`config.mk`:
```
export PLATFORM = sky130hd
export DESIGN_NAME = board_mem_arbiter
export DESIGN_NICKNAME = d
export VERILOG_FILES = /design/src/rtl/tetris_pkg.sv /design/src/rtl/board_row_buffer.sv /design/src/rtl/board_mem_arbiter.sv
export SDC_FILE = /design/constraint.sdc
export NUM_CORES = 1
export LEC_CHECK = 0
export ABC_CLOCK_PERIOD_IN_PS = 3000
export BUFFER_PORTS_ARGS = -buffer_cell sky130_fd_sc_hd__buf_2
export CAP_MARGIN = 25
export CORE_MARGIN = 4
export CORE_UTILIZATION = 49
export DETAILED_ROUTE_END_ITERATION = 8
export PLACE_DENSITY_LB_ADDON = 0.15
export SYNTH_ARGS = -nofsm -noshare
export SYNTH_HDL_FRONTEND = slang
export SYNTH_SLANG_ARGS = --single-unit
export TNS_END_PERCENT = 10
```
`constraint.sdc`:
```
create_clock -name clock -period 3 [get_ports clock]
set_input_delay 0 -clock clock [delete_from_list [all_inputs] [get_ports clock]]
set_output_delay 0 -clock clock [all_outputs]
set_load 0.02 [all_outputs]
```
`src/rtl/tetris_pkg.sv`:
```
// Shared Tetris board geometry, colour codes and the row-prefetch FSM state type.
// Pure declarations, no latency; no flow control.
// Imported by board_mem_arbiter and board_row_buffer.
package tetris_pkg;

    localparam int COLS    = 10;
    localparam int ROWS    = 20;
    localparam int COLOR_W = 3;
    localparam int COL_W   = $clog2(COLS);

    localparam logic [COLOR_W-1:0] CLR_EMPTY    = 3'd0;
    localparam logic [COLOR_W-1:0] CLR_I_CYAN   = 3'd1;
    localparam logic [COLOR_W-1:0] CLR_O_YELLOW = 3'd2;
    localparam logic [COLOR_W-1:0] CLR_S_GREEN  = 3'd3;
    localparam logic [COLOR_W-1:0] CLR_Z_RED    = 3'd4;
    localparam logic [COLOR_W-1:0] CLR_T_PURPLE = 3'd5;
    localparam logic [COLOR_W-1:0] CLR_L_ORANGE = 3'd6;
    localparam logic [COLOR_W-1:0] CLR_J_BLUE   = 3'd7;

    typedef enum logic [1:0] {
        ST_IDLE  = 2'd0,
        ST_ISSUE = 2'd1,
        ST_DRAIN = 2'd2,
        ST_CLEAR = 2'd3
    } arb_state_e;

endpackage

```
`src/rtl/board_row_buffer.sv`:
```
// Back/front row buffers: per-cell capture into back, atomic back->front publish, display read.
// Capture/copy take effect on the next edge; disp_color is combinational from front.
// No backpressure: every capture/copy request is accepted in the cycle it is presented.
module board_row_buffer
    import tetris_pkg::*;
(
    input  logic               clock,
    input  logic               reset_n,
    input  logic               clr_back,
    input  logic               cap_vld,
    input  logic [COL_W-1:0]   cap_col,
    input  logic [COLOR_W-1:0] cap_dat,
    input  logic               copy,
    input  logic [3:0]         disp_col,
    output logic [COLOR_W-1:0] disp_color
);

    logic [COLS-1:0][COLOR_W-1:0] back_q, back_d;
    logic [COLS-1:0][COLOR_W-1:0] front_q, front_d;

    // front copies the post-capture back image so the last cell lands in the same edge
    always_comb begin
        back_d = back_q;
        if (clr_back) begin
            back_d = '0;
        end else if (cap_vld) begin
            back_d[cap_col] = cap_dat;
        end
        front_d = copy ? back_d : front_q;
    end

    always_ff @(posedge clock or negedge reset_n) begin
        if (!reset_n) begin
            back_q  <= '0;
            front_q <= '0;
        end else begin
            back_q  <= back_d;
            front_q <= front_d;
        end
    end

    always_comb begin
        disp_color = '0;
        if (disp_col < 4'(COLS)) begin
            disp_color = front_q[disp_col];
        end
    end

endmodule

```
`src/rtl/board_mem_arbiter.sv`:
```
// Board RAM port arbiter: CPU load/store has absolute priority, a row prefetcher uses idle cycles.
// Row fetch latency COLS+2 cycles from line_req to fetch_done, +1 per cycle taken by the CPU.
// CPU is never stalled; BOARD_ARB_STATS_EN adds stall_cnt counting prefetch cycles lost to the CPU.
module board_mem_arbiter
    import tetris_pkg::*;
#(
    parameter int BASE_ADDR = 0,
    parameter int ADDR_W    = 12
) (
    input  logic               clock,
    input  logic               reset_n,
    input  logic               cpu_req,
    input  logic               cpu_we,
    input  logic [ADDR_W-1:0]  cpu_addr,
    input  logic [31:0]        cpu_wdata,
    output logic [31:0]        cpu_rdata,
    output logic [ADDR_W-1:0]  mem_addr,
    output logic               mem_we,
    output logic [31:0]        mem_wdata,
    input  logic [31:0]        mem_rdata,
    input  logic               line_req,
    input  logic [4:0]         line_row,
    output logic               fetch_busy,
    output logic               fetch_done,
    output logic               fetch_overrun,
`ifdef BOARD_ARB_STATS_EN
    output logic [15:0]        stall_cnt,
`endif
    input  logic [3:0]         disp_col,
    output logic [COLOR_W-1:0] disp_color
);

    arb_state_e         state_q, state_d;
    logic [4:0]         row_q, row_d;
    logic [COL_W-1:0]   col_ptr_q, col_ptr_d;
    logic               pipe_v_q, pipe_v_d;
    logic [COL_W-1:0]   pipe_col_q, pipe_col_d;
    logic               fetch_done_q, fetch_done_d;
    logic               overrun_q, overrun_d;
    logic [ADDR_W-1:0]  fetch_addr;
    logic               copy;

    always_ff @(posedge clock or negedge reset_n) begin
        if (!reset_n) begin
            state_q      <= ST_IDLE;
            row_q        <= '0;
            col_ptr_q    <= '0;
            pipe_v_q     <= 1'b0;
            pipe_col_q   <= '0;
            fetch_done_q <= 1'b0;
            overrun_q    <= 1'b0;
        end else begin
            state_q      <= state_d;
            row_q        <= row_d;
            col_ptr_q    <= col_ptr_d;
            pipe_v_q     <= pipe_v_d;
            pipe_col_q   <= pipe_col_d;
            fetch_done_q <= fetch_done_d;
            overrun_q    <= overrun_d;
        end
    end

    // A new line_req always wins: it restarts the fetch and suppresses any pending publish.
    always_comb begin
        state_d      = state_q;
        row_d        = row_q;
        col_ptr_d    = col_ptr_q;
        pipe_v_d     = 1'b0;
        pipe_col_d   = pipe_col_q;
        fetch_done_d = 1'b0;
        overrun_d    = overrun_q;
        if (line_req) begin
            row_d     = line_row;
            col_ptr_d = '0;
            state_d   = (line_row < 5'(ROWS)) ? ST_ISSUE : ST_CLEAR;
            if (state_q != ST_IDLE) begin
                overrun_d = 1'b1;
            end
        end else begin
            case (state_q)
                ST_ISSUE: begin
                    if (!cpu_req) begin
                        pipe_v_d   = 1'b1;
                        pipe_col_d = col_ptr_q;
                        col_ptr_d  = col_ptr_q + 1'b1;
                        if (col_ptr_q == COL_W'(COLS - 1)) begin
                            state_d = ST_DRAIN;
                        end
                    end
                end
                ST_DRAIN, ST_CLEAR: begin
                    state_d      = ST_IDLE;
                    fetch_done_d = 1'b1;
                end
                default: ;
            endcase
        end
    end

    always_comb begin
        fetch_addr = ADDR_W'(BASE_ADDR) + ADDR_W'(row_q) * ADDR_W'(COLS) + ADDR_W'(col_ptr_q);
        mem_addr   = '0;
        mem_we     = 1'b0;
        mem_wdata  = '0;
        if (cpu_req) begin
            mem_addr  = cpu_addr;
            mem_we    = cpu_we;
            mem_wdata = cpu_wdata;
        end else if (state_q == ST_ISSUE) begin
            mem_addr = fetch_addr;
        end
        fetch_busy = (state_q != ST_IDLE);
        copy       = !line_req && ((state_q == ST_DRAIN) || (state_q == ST_CLEAR));
    end

    assign cpu_rdata     = mem_rdata;
    assign fetch_done    = fetch_done_q;
    assign fetch_overrun = overrun_q;

    board_row_buffer u_row_buf (
        .clock      (clock),
        .reset_n    (reset_n),
        .clr_back   (line_req),
        .cap_vld    (pipe_v_q),
        .cap_col    (pipe_col_q),
        .cap_dat    (mem_rdata[COLOR_W-1:0]),
        .copy       (copy),
        .disp_col   (disp_col),
        .disp_color (disp_color)
    );

`ifdef BOARD_ARB_STATS_EN
    logic [15:0] stall_cnt_q, stall_cnt_d;

    always_comb begin
        stall_cnt_d = stall_cnt_q;
        if (line_req) begin
            stall_cnt_d = '0;
        end else if ((state_q == ST_ISSUE) && cpu_req && (stall_cnt_q != 16'hFFFF)) begin
            stall_cnt_d = stall_cnt_q + 16'd1;
        end
    end

    always_ff @(posedge clock or negedge reset_n) begin
        if (!reset_n) begin
            stall_cnt_q <= '0;
        end else begin
            stall_cnt_q <= stall_cnt_d;
        end
    end

    assign stall_cnt = stall_cnt_q;
`endif

endmodule

```
Word level (Yosys, flattened, before mapping). Cells that the tools add are included.

Input bits: 90. Output and inout port bits: 83. Bits in registers: 78.

Reduce and logical (&&, ||, !) cells: 12. Muxes and demuxes: 25. Bitwise operators: 2. Add/subtract/negate cells: 2. Order comparisons: 5. Multiply operators: 1. Equality and inequality tests: 7.

Operator list (count): $mux W30 (2); $mux W32 (1); $bwmux W30 (1); $bmux W3 S4 (1); $demux W3 S4 (1); $mux W12 (1); $mux W4 (3); $add A9 B4 Y10 (1); $lt A4 B5 Y1 const B (2); $mux W10 (1); $mux W3 (3); $mul A5 B3 Y8 const B (1); $mux W2 (4); $mux W1 (6); $ne A3 B3 Y1 const B (2); $reduce_and A3 Y1 (2); $lt A5 B5 Y1 const B (1); $add A4 B1 Y4 const B (1); $eq A2 B2 Y1 const B (2); $eq A4 B4 Y1 const B (1); $ge A4 B1 Y1 const B (1); $lt A4 B4 Y1 const B (1); $pmux W2 S2 (1); $reduce_and A2 Y1 (2); 9 further kinds (12).

Logic depth before layout (Yosys ltp). Gate-level depths: netlist of run 1.

Depth after elaboration: 7. Gate-level depth with buffers: 7.

By module. A second synthesis of run 1 with hierarchy kept.

Cell total of the unflattened synthesis: 416. Area total of the unflattened synthesis: 4227.8 um^2.

Modules (own cells, without submodules): board_row_buffer (times used 1, cells each 244, seq. area each 1501.4 um^2, area each 2621.3 um^2); board_mem_arbiter (times used 1, cells each 172, seq. area each 450.4 um^2, area each 1606.5 um^2).

Worst setup path after synthesis of run 1. No wires, ideal clock.

Kind: register -> output. Start: register row_q[1]. End: output port mem_addr[8]. Slack: 0.518 ns. Stages on the path, launching flop included: 7. Data arrival time: 2.482 ns. Required time: 3.000 ns. Buffers on the path: 0. Path through: dfrtp_1 > ha_1 > ha_1 > fa_1 > xnor2_1 > or3_2 > o31ai_1.

Word-level cells in the longest chain between the ends: 4.

Ends and longest elaborated chain: from (decl) (line board_mem_arbiter.sv:34) `logic [4:0] row_q, row_d;`; from (signal assigned) (line board_mem_arbiter.sv:54) `row_q <= row_d;`; $mul A5 B3 Y8 (line board_mem_arbiter.sv:101) `fetch_addr = ADDR_W'(BASE_ADDR) + ADDR_W'(row_q) * ADDR_W'(COLS) + ADDR_W'(col_ptr_q);`; $add A9 B4 Y10 (line board_mem_arbiter.sv:101); $mux W10 (line board_mem_arbiter.sv:109) `end else if (state_q == ST_ISSUE) begin`; $mux W12 (line board_mem_arbiter.sv:105) `if (cpu_req) begin`; to (decl) (line board_mem_arbiter.sv:17) `output logic [ADDR_W-1:0] mem_addr,`.

Every way passes these cells.

Final worst setup path of run 1.
Start: register row_q[1]. End: output port mem_addr[7].

The elaborated chain is that of the path after synthesis.

==> results.py, run 1 <==
metrics = {
    "global_routing": {
        "antenna_found_initial": 0,
        "grt_usage_pct": 19.52,
        "grt_pass1_vias": 3151,
        "grt_max_degree": 79,
        "grt_pass1_wl_um": 15760,
        "overflow": 0,
    },
    "drt": {
        "wire_per_inst_um": 15.90,
        "final_antenna_net_count": 0,
        "vias": 3051,
        "drt_first_iter_violations": 68,
        "first_pass_iters": 4,
        "wl_um": 9476,
        "drc": 0,
        "viasPerCell": 5.119,
    },
    "status": {
        "status": "complete, no violations",
    },
    "worst_setup_path": {
        "path_cells": "ha_1, ha_1, fa_1, xnor2_1, nor4b_2, xnor3_1, a22o_1, buf_2",
        "critPathArrivalTime_ns": 2.82,
        "worstSetupPathType": "register to output port",
        "r2r-start": "state_q[1]$_DFFE_PN0P_",
        "crit_top_cell": "ha_1",
        "r2r_end": "pipe_col_q[0]$_DFFE_PN0P_",
        "reg2reg_slack_ns": 1.36,
        "critPathCaptureType": "output port",
        "rr_worst_depth": 3,
        "crit_slowest_cell": "dfrtp_1",
        "required_ns": 3.00,
        "cp-start-kind": "register",
        "critPathLaunch": "row_q[1]$_DFFE_PN0P_",
        "crit_path_max_fanout": 4,
        "slowest_delay_ns": 0.45,
    },
    "timing": {
        "drv_slew": 0,
        "rsz0062_at_grt": "no",
        "period_share_pct": 93.89,
        "skew_ns": 0.008001,
        "hold_violations": 0,
        "setup_viol": 0,
        "maxSlewHeadroom_pct": 59.69,
        "setup_tns_ns": 0,
        "max_freq_ghz": 0.3550,
        "period_minus_slack_ns": 2.817,
        "worst_pin_slew_ns": 0.6047,
        "whs_ns": 0.000007771,
    },
    "synthesis": {
        "synth_seq_cells": 78,
        "netlist_area_um2": 4237,
        "synthArstFlopShare_pct": 100.0,
        "synthCells": 407,
        "synth_edf_count": 0,
        "ys_seq_area_share_pct": 46.07,
        "yosysWarningCount": 0,
        "ys.flop_type": "dfrtp_1",
        "syn_nets": 510,
        "synth.avg_cell_area_um2": 10.41,
        "ys_types": 42,
    },
    "cts": {
        "clk_pin_slew_ns": 0.08,
        "root_buffer": "clkbuf_8",
        "numCtsBuffers": 9,
        "post_cts_buffers": 0,
        "cts_tree": "yes",
        "cts_buffer_depth": 2,
        "clkLatencyLatePin_ns": 0.35,
        "htree_levels": 3,
        "tritoncts_num_sinks": 78,
    },
    "pwr": {
        "combPwrFrac_pct": 18.0,
        "p_leak_nw": 2.531,
        "power_w": 0.002314,
        "power.switching_w": 0.0006498,
        "pwr-share-clk_pct": 33.8,
        "ir_worst_vdd_mv": 0.3595,
        "p_int_w": 0.001665,
        "seqPwrFrac_pct": 48.1,
        "p_sw_share_pct": 28.08,
        "power_density_nw_per_um2": 469.6,
    },
    "place": {
        "port_buffers": 114,
        "place_congestion": 0.7868,
        "hpwlAfterDp_um": 6836,
    },
    "min_path": {
        "hp-class": "input port to output port",
        "hold_end": "cpu_rdata[23]",
        "min-delay-start": "mem_rdata[23]",
        "holdPathStages": 0,
    },
    "floorplan": {
        "die_area_um2": 10200,
        "die_h_um": 101.0,
        "std_cell_rows": 33,
        "die_x_um": 101.0,
        "io_pins": 173,
        "start_util_pct": 51.05,
        "coreArea_um2": 8299,
    },
    "cells_and_area": {
        "layout_commonest_cell": "buf_2",
        "insertedDiodeCount": 0,
        "num-nets-final": 589,
        "drive_gt1_share_pct": 32.99,
        "fillCellCount": 714,
        "syn2layout_area_growth_pct": 16.33,
        "final_util_pct": 59.38,
        "final_cell_mix": "113 x buf_2, 78 x dfrtp_1, 41 x nor2_1",
    },
    "flow_run": {
        "drv_cap": 0,
    },
}
cells by family (layout without fill, tap and decap cells):
| group | Yosys count | in the layout | share of synthesized area (%) |
|---|---|---|---|
| simple gates | 139 | 139 | 17.37 |
| flops | 78 | 78 | 46.07 |
| buf+inv | 62 | 146 | 8.535 |
| compound gates | 55 | 55 | 7.560 |
| mux | 51 | 51 | 14.09 |
| fa+ha+maj | 13 | 13 | 4.194 |
| xor+xnor | 9 | 9 | 2.185 |
power by group through the flow:
stage	logic (W)	clock network (W)	registers [W]
floorplan	0.000326	0	0.00113
global placement	0.000401	0	0.00113
detailed placement	0.000407	0	0.00114
CTS	0.000415	0.000802	0.00111
global route	0.000461	0.000845	0.00112
finish	0.000417	0.000783	0.00111
cell usage after synthesis, types with 4 or more instances:
cell | count | area share, %
o21ai_1 | 4 | 0.47
clkbuf_1 | 16 | 1.4
mux2_2 | 9 | 2.4
nand2_1 | 39 | 3.5
a22o_1 | 4 | 0.83
mux2i_1 | 36 | 8.5
inv_1 | 7 | 0.62
dfrtp_1 | 78 | 46
xnor2_1 | 5 | 1.0
and2_1 | 36 | 5.3
a21oi_1 | 5 | 0.59
ha_1 | 11 | 3.2
nor2_1 | 41 | 3.6
o21ai_0 | 30 | 3.5
buf_2 | 7 | 0.83
mux4_2 | 6 | 3.2
buf_4 | 32 | 5.7
worst max-delay path: cells and delay by family (launching register included):
kind	cells	cell delay [ns]
AOI/OAI and AO/OA	1	0.20
and+or+nand+nor	1	0.30
adders and majority gates	3	0.94
DFF	1	0.45
buffers and inverters	1	0.15
xor gates and xnor gates	2	0.42
layout make-up:
class / count / area (um^2) / area share, %
clock inverters: 6 / 61.31 / 1.244
inverters: 7 / 26.28 / 0.5331
flip-flops and latches: 78 / 1952 / 39.60
clock buffers: 10 / 137.6 / 2.793
multi-input cells: 267 / 1932 / 39.20
repair buffers: 123 / 688.2 / 13.96
well taps: 105 / 131.4 / 2.666
flip-flops by register name, indices dropped and copies added (netlist names):
name,flops
fetch_done,1
u_row_buf.front_q,30
state_q,2
fetch_overrun,1
u_row_buf.back_q,30
row_q,5
pipe_col_q,4
col_ptr_q,4
pipe_v_q,1
repair_timing:
item	CTS	global route
endpoints found under the setup margin	0	1
resized for setup	0	1
hold buffers	6	0
hold endpoints to repair	84	0
metal layers:
metal | global-route usage [%] | share of wire (%)
met5 | 0 | 0
met3 | 4.429 | 3.4
met4 | 6.135 | 1.8
met1 | 26.41 | 46
met2 | 31.34 | 49
how the worst max path moves through the flow:
stage | slack (ns) | cells after the start | to
floorplan | 0.52 | 6 | mem_addr[8]
global placement | 0.51 | 8 | mem_addr[7]
detailed placement | 0.45 | 8 | mem_addr[7]
CTS | 0.05 | 8 | mem_addr[7]
global route | 0.01 | 8 | mem_addr[7]
finish | 0.18 | 8 | mem_addr[7]
metrics by stage:
step,setup slack [ns],area (um^2),std cells
after global routing,0.01426,4928,596
after detailed placement,0.4466,4616,572
after CTS,0.05138,4875,594
after floorplan,0.5183,4237,407
after global placement,0.5095,4616,572
final,0.1833,4928,596
Note: power is estimated with default switching activity, not from simulation.
==> run 2, diff against run 1 <==
Settings changed: CORE_UTILIZATION 49 to 44.
==> run 2 against run 1 <==
Compared with the run above:
- wire length increased by 2.0%
- via count decreased by 0.36%
- setup slack got worse by 0.0040 ns
- global-route usage decreased by 1.3 points
- power decreased by 5.2%
- non-clock buffer count increased by 2
- highest routed layer unchanged
- maximum frequency decreased by 0.14%
- final area decreased by 0.15%
==> results.py, run 2 (same netlist as run 1, synthesis figures left out) <==
metrics = {
    "status": {
        "status": "complete, no violations",
    },
    "cells_and_area": {
        "final_cell_mix": "113 x buf_2, 78 x dfrtp_1, 41 x nor2_1",
        "drive_gt1_share_pct": 32.18,
        "final_cell_count_no_fill": 620,
        "syn2layout_area_growth_pct": 16.15,
        "largestRegisters": "u_row_buf.back_q (30), u_row_buf.front_q (30), row_q (5)",
        "num-nets-final": 591,
        "layout_commonest_cell": "buf_2",
        "final_util_pct": 52.76,
        "postLayoutCellArea_um2": 4921,
        "insertedDiodeCount": 0,
    },
    "global_routing": {
        "antenna_found_initial": 0,
        "grt_usage_pct": 18.18,
        "grt_pass1_wl_um": 16250,
        "grt_max_degree": 79,
        "grt_pass1_vias": 3063,
        "overflow": 0,
    },
    "cts": {
        "root_buffer": "clkbuf_8",
        "cts_tree": "yes",
        "numCtsBuffers": 9,
        "clkLatencyLatePin_ns": 0.34,
        "tritoncts_num_sinks": 78,
        "cts_buffer_depth": 2,
        "clk_pin_slew_ns": 0.06,
        "htree_levels": 3,
    },
    "timing": {
        "drv_slew": 0,
        "rsz0062_at_grt": "no",
        "period_minus_slack_ns": 2.821,
        "setup_ws_ns": 0.1793,
        "maxSlewHeadroom_pct": 57.37,
        "worst_pin_slew_ns": 0.6394,
        "setup_tns_ns": 0,
        "max_freq_ghz": 0.3545,
        "hold_violations": 0,
        "setup_viol": 0,
        "period_share_pct": 94.02,
        "skew_ns": 0.007575,
    },
    "worst_setup_path": {
        "critPathLaunch": "row_q[1]$_DFFE_PN0P_",
        "r2r_end": "pipe_col_q[2]$_DFFE_PN0P_",
        "rr_worst_depth": 3,
        "worstSetupPathType": "register to output port",
        "crit_path_max_fanout": 4,
        "required_ns": 3.00,
        "critPathArrivalTime_ns": 2.82,
        "critPathCaptureType": "output port",
        "reg2reg_slack_ns": 1.34,
        "r2r-start": "state_q[1]$_DFFE_PN0P_",
        "cp-start-kind": "register",
    },
    "pwr": {
        "p_leak_nw": 2.507,
        "power_density_nw_per_um2": 445.9,
        "ir_worst_vdd_mv": 0.2904,
    },
    "place": {
        "dpl.cell_count": 598,
        "port_buffers": 114,
        "dp_slack_ns": 0.4357,
        "place_area_um2": 4661,
        "hpwlAfterDp_um": 7049,
        "place_congestion": 0.8060,
    },
    "floorplan": {
        "die_h_um": 106.1,
        "io_pins": 173,
        "std_cell_rows": 35,
        "die_area_um2": 11260,
        "die_x_um": 106.1,
        "start_util_pct": 45.42,
        "coreArea_um2": 9328,
    },
    "drt": {
        "first_pass_iters": 4,
        "drc": 0,
        "drt_first_iter_violations": 108,
        "vias": 3040,
        "final_antenna_net_count": 0,
        "viasPerCell": 4.903,
        "wl_um": 9669,
        "wire_per_inst_um": 15.60,
    },
    "min_path": {
        "holdPathStages": 0,
        "hold_end": "cpu_rdata[16]",
        "hp-class": "input port to output port",
        "min-delay-start": "mem_rdata[16]",
    },
    "flow_run": {
        "drv_cap": 0,
    },
}
[run 2: repair_timing]
item	in CTS	in global routing
buffers inserted	0	0
hold buffers	6	1
endpoints found under the setup margin	0	1
endpoints found under the hold margin	84	4
resized for setup	0	1
[run 2: how the worst max path moves through the flow]
stage,endpoint,slack (ns),cells past startpoint
3_3_place_gp,mem_addr[7],0.51,8
4_1_cts,mem_addr[7],0.06,8
2_1_floorplan,mem_addr[8],0.52,6
5_1_grt,mem_addr[7],0.01,8
6_report,mem_addr[7],0.18,8
3_5_place_dp,mem_addr[7],0.44,8
[run 2: per-stage QoR]
stage,total power (W),hold slack (ns)
detailed placement,0.001547,0.0001367
finish,0.002194,0.000008833
global placement,0.001538,0.0001367
CTS,0.002216,0.0001367
global route,0.002317,0.00003793
floorplan,0.001452,-0.2956
[run 2: cell type report]
cell class / instances / area [um^2]
Multi-Input combinational cell: 267 / 1932
Sequential cell: 78 / 1952
Inverter: 7 / 26.28
Clock inverter: 1 / 7.507
Timing Repair Buffer: 125 / 693.2
Fill cell: 861 / 4407
Tap cell: 129 / 161.4
Clock buffer: 13 / 148.9
[run 2: power breakdown]
group	total, W	internal, W	switching (W)
logic	0.000420	0.000181	0.000239
clock network	0.000660	0.000315	0.000344
registers	0.00111	0.00108	0.0000335
total	0.00219	0.00158	0.000617
[run 2: routing by layer]
layer  vias to the layer above  part of all wire (%)  GRT usage, %  wire (um)
met3                        11                   4.5         4.675        438
met2                        75                    48         27.83       4598
met4                         0                  0.53         3.978         51
met5                         -                     0             0          0
li1                       1502                     -             -          -
met1                      1452                    47         26.09       4580
[run 2: critical path, stage by stage, from the launching register on]
cell and delay (ns):
dfrtp_1 0.43, ha_1 0.32, ha_1 0.23, fa_1 0.40, xnor2_1 0.18, nor4b_2 0.32
xnor3_1 0.26, a22o_1 0.19, buf_2 0.15
==> run 3, diff against run 2 <==
Settings changed: ABC_AREA set to 1.
==> run 3 against run 2 <==
Compared with the run above:
- core utilization shrank 0.36 points
- combinational power grew 6.0%
- first-iteration DRC count grew 110%
- highest routed layer unchanged
- final area grew 9.4%
- clock skew grew 0.0068 ns
- sequential power is essentially flat
- power grew 5.8%
- clock power grew 14%
- via count grew 36%
- wire length grew 20%
- register-to-register slack lost 0.17 ns
==> results.py, run 3 <==
metrics = {
    "global_routing": {
        "grt_pass1_vias": 3972,
        "antenna_found_initial": 0,
        "overflow": 0,
        "grt_max_degree": 79,
        "grt_usage_pct": 20.24,
        "grt_pass1_wl_um": 19190,
    },
    "timing": {
        "period_minus_slack_ns": 2.553,
        "skew_ns": 0.01439,
        "rsz0062_at_grt": "no",
        "period_share_pct": 85.11,
        "hold_violations": 0,
        "max_freq_ghz": 0.3917,
        "setup_tns_ns": 0,
        "drv_slew": 0,
        "worst_pin_slew_ns": 0.5496,
        "maxSlewHeadroom_pct": 63.31,
        "setup_viol": 0,
    },
    "drt": {
        "wire_per_inst_um": 13.48,
        "drc": 0,
        "final_antenna_net_count": 0,
        "viasPerCell": 4.776,
        "wl_um": 11640,
        "first_pass_iters": 5,
        "vias": 4122,
        "drt_first_iter_violations": 232,
    },
    "cells_and_area": {
        "layout_commonest_cell": "nand2_1",
        "fillCellCount": 1042,
        "syn2layout_area_growth_pct": 16.80,
        "largestRegisters": "u_row_buf.back_q (30), u_row_buf.front_q (30), row_q (5)",
        "final_cell_mix": "191 x nand2_1, 113 x buf_2, 97 x inv_1",
        "insertedDiodeCount": 0,
        "seq_area_um2": 1952,
        "drive_gt1_share_pct": 21.87,
        "multi_input_area_um2": 1917,
        "num-nets-final": 825,
    },
    "floorplan": {
        "die_x_um": 110.4,
        "coreArea_um2": 10280,
        "start_util_pct": 44.86,
        "io_pins": 173,
        "die_area_um2": 12180,
        "die_h_um": 110.4,
        "std_cell_rows": 37,
    },
    "pwr": {
        "seqPwrFrac_pct": 48.6,
        "power.switching_w": 0.0007508,
        "p_sw_share_pct": 32.33,
        "combPwrFrac_pct": 19.2,
        "p_leak_nw": 3.292,
        "power_w": 0.002323,
        "power_density_nw_per_um2": 431.3,
        "ir_worst_vdd_mv": 0.2644,
        "p_int_w": 0.001572,
        "pwr-share-clk_pct": 32.3,
    },
    "worst_setup_path": {
        "reg2reg_slack_ns": 1.17,
        "rr_worst_depth": 6,
        "r2r_end": "col_ptr_q[0]$_DFFE_PN0P_",
        "r2r-start": "state_q[1]$_DFFE_PN0P_",
        "critPathArrivalTime_ns": 2.55,
        "critPathCaptureType": "output port",
        "worstSetupPathType": "register to output port",
        "cp-start-kind": "register",
        "required_ns": 3.00,
        "crit_path_max_fanout": 4,
    },
    "status": {
        "status": "complete, no violations",
    },
    "synthesis": {
        "syn_nets": 736,
        "netlist_area_um2": 4611,
        "ys_types": 34,
        "netlist.area_leader.share_pct": 42.33,
        "ys_seq_area_share_pct": 42.33,
        "yosys.area.top_type": "dfrtp_1",
        "ys_top_cells_by_area": "dfrtp_1 42%, nand2_1 16%, inv_1 7.9%",
        "ys.flop_type": "dfrtp_1",
        "synthCells": 633,
        "synth_common_cells": "191 x nand2_1, 97 x inv_1, 78 x dfrtp_1",
        "synth_seq_cells": 78,
        "synth_most_common_cell": "nand2_1",
        "yosysWarningCount": 0,
        "synthArstFlopShare_pct": 100.0,
        "synth.avg_cell_area_um2": 7.284,
        "synth_edf_count": 0,
    },
    "place": {
        "port_buffers": 114,
        "hpwlAfterDp_um": 8624,
        "place_congestion": 0.8867,
    },
    "min_path": {
        "hp-class": "input port to output port",
        "holdPathStages": 0,
        "min-delay-start": "mem_rdata[26]",
        "hold_end": "cpu_rdata[26]",
    },
    "cts": {
        "htree_levels": 3,
        "cts_buffer_depth": 2,
        "numCtsBuffers": 9,
        "root_buffer": "clkbuf_8",
        "post_cts_buffers": 0,
        "clk_pin_slew_ns": 0.09,
        "tritoncts_num_sinks": 78,
        "clkLatencyLatePin_ns": 0.36,
        "cts_tree": "yes",
    },
    "flow_run": {
        "drv_cap": 0,
    },
}
-- run 3: cell count changes after synthesis, sizes merged, moves of 4 or more --
cell    change
and2       -36
and3       +12
buf        +11
clkbuf     -12
inv        +96
mux2        -9
mux2i      -36
mux4        -6
nand2     +154
nand3      +45
nand4      +12
o21ai      +11
or2         +9
xnor2       -4
-- run 3: how the worst max path moves through the flow --
stage          slack, ns     endpoint  cells after the start                  from
6_report            0.45  mem_addr[8]                     10  row_q[1]$_DFFE_PN0P_
5_1_grt             0.19  mem_addr[6]                     11  row_q[1]$_DFFE_PN0P_
4_1_cts             0.42  mem_addr[6]                     11  row_q[1]$_DFFE_PN0P_
3_5_place_dp        0.84  mem_addr[6]                     11  row_q[1]$_DFFE_PN0P_
3_3_place_gp        0.87  mem_addr[6]                     11  row_q[1]$_DFFE_PN0P_
2_1_floorplan       0.99  mem_addr[5]                      6  row_q[1]$_DFFE_PN0P_
-- run 3: power groups by stage --
stage | logic (W) | registers [W] | clock network (W)
after CTS | 0.000446 | 0.00113 | 0.000775
after global placement | 0.000423 | 0.00115 | 0
after global routing | 0.000502 | 0.00113 | 0.000824
after detailed placement | 0.000430 | 0.00115 | 0
after floorplan | 0.000333 | 0.00114 | 0
final | 0.000445 | 0.00113 | 0.000750
-- run 3: per-layer routing --
layer	up-vias	wire length (um)	share of wire (%)	global-route usage [%]
li1	2101	-	-	-
met1	1909	5372	46	27.66
met2	88	5452	47	32.67
met3	24	637	5.5	4.543
met4	0	173	1.5	5.101
met5	-	0	0	0
-- run 3: cells by family (layout without fill, tap and decap cells) --
| kind of cell | Yosys count | in the layout | synth area share (%) |
|---|---|---|---|
| fa+ha+maj | 13 | 13 | 3.853 |
| simple gates | 327 | 327 | 31.32 |
| flops | 78 | 78 | 42.33 |
| compound gates | 54 | 54 | 6.215 |
| xor+xnor | 1 | 1 | 0.1900 |
| buf+inv | 160 | 254 | 16.09 |
-- run 3: cell type report --
cell class | instances | share of cell area, %
sequential | 78 | 36.25
multi-input combinational | 395 | 35.59
timing repair buffer | 132 | 14.13
inverter | 106 | 7.388
tap | 136 | 3.160
clock buffer | 9 | 2.300
clock inverter | 7 | 1.185
-- run 3: what timing repair did --
item / 4_1_cts / 5_1_grt
hold endpoints to repair: 86 / 0
hold buffers: 13 / 0
gates resized for setup: 0 / 0
-- run 3: metrics by stage --
step / worst slack [ns] / cells / util [%] / hold WS [ns] / instance area, um^2
after floorplan: 0.9937 / 633 / - / -0.2956 / 4611
after global placement: 0.8660 / 833 / 49.04 / 0.0001367 / 5040
after detailed placement: 0.8404 / 833 / 49.04 / 0.0001367 / 5040
after CTS: 0.4246 / 862 / 52.13 / 0.0001367 / 5358
after global routing: 0.1920 / 863 / 52.40 / 0.00003296 / 5385
final: 0.4468 / 863 / 52.40 / 0.000007761 / 5385
-- run 3: worst max-delay path, stage by stage, from the launching register on --
cell     delay [ns]
dfrtp_1        0.44
ha_1           0.32
ha_1           0.23
fa_1           0.56
nand2_1        0.07
inv_1          0.06
nand4_1        0.10
nand2_1        0.11
nand4_1        0.09
nand2_1        0.06
buf_2          0.16
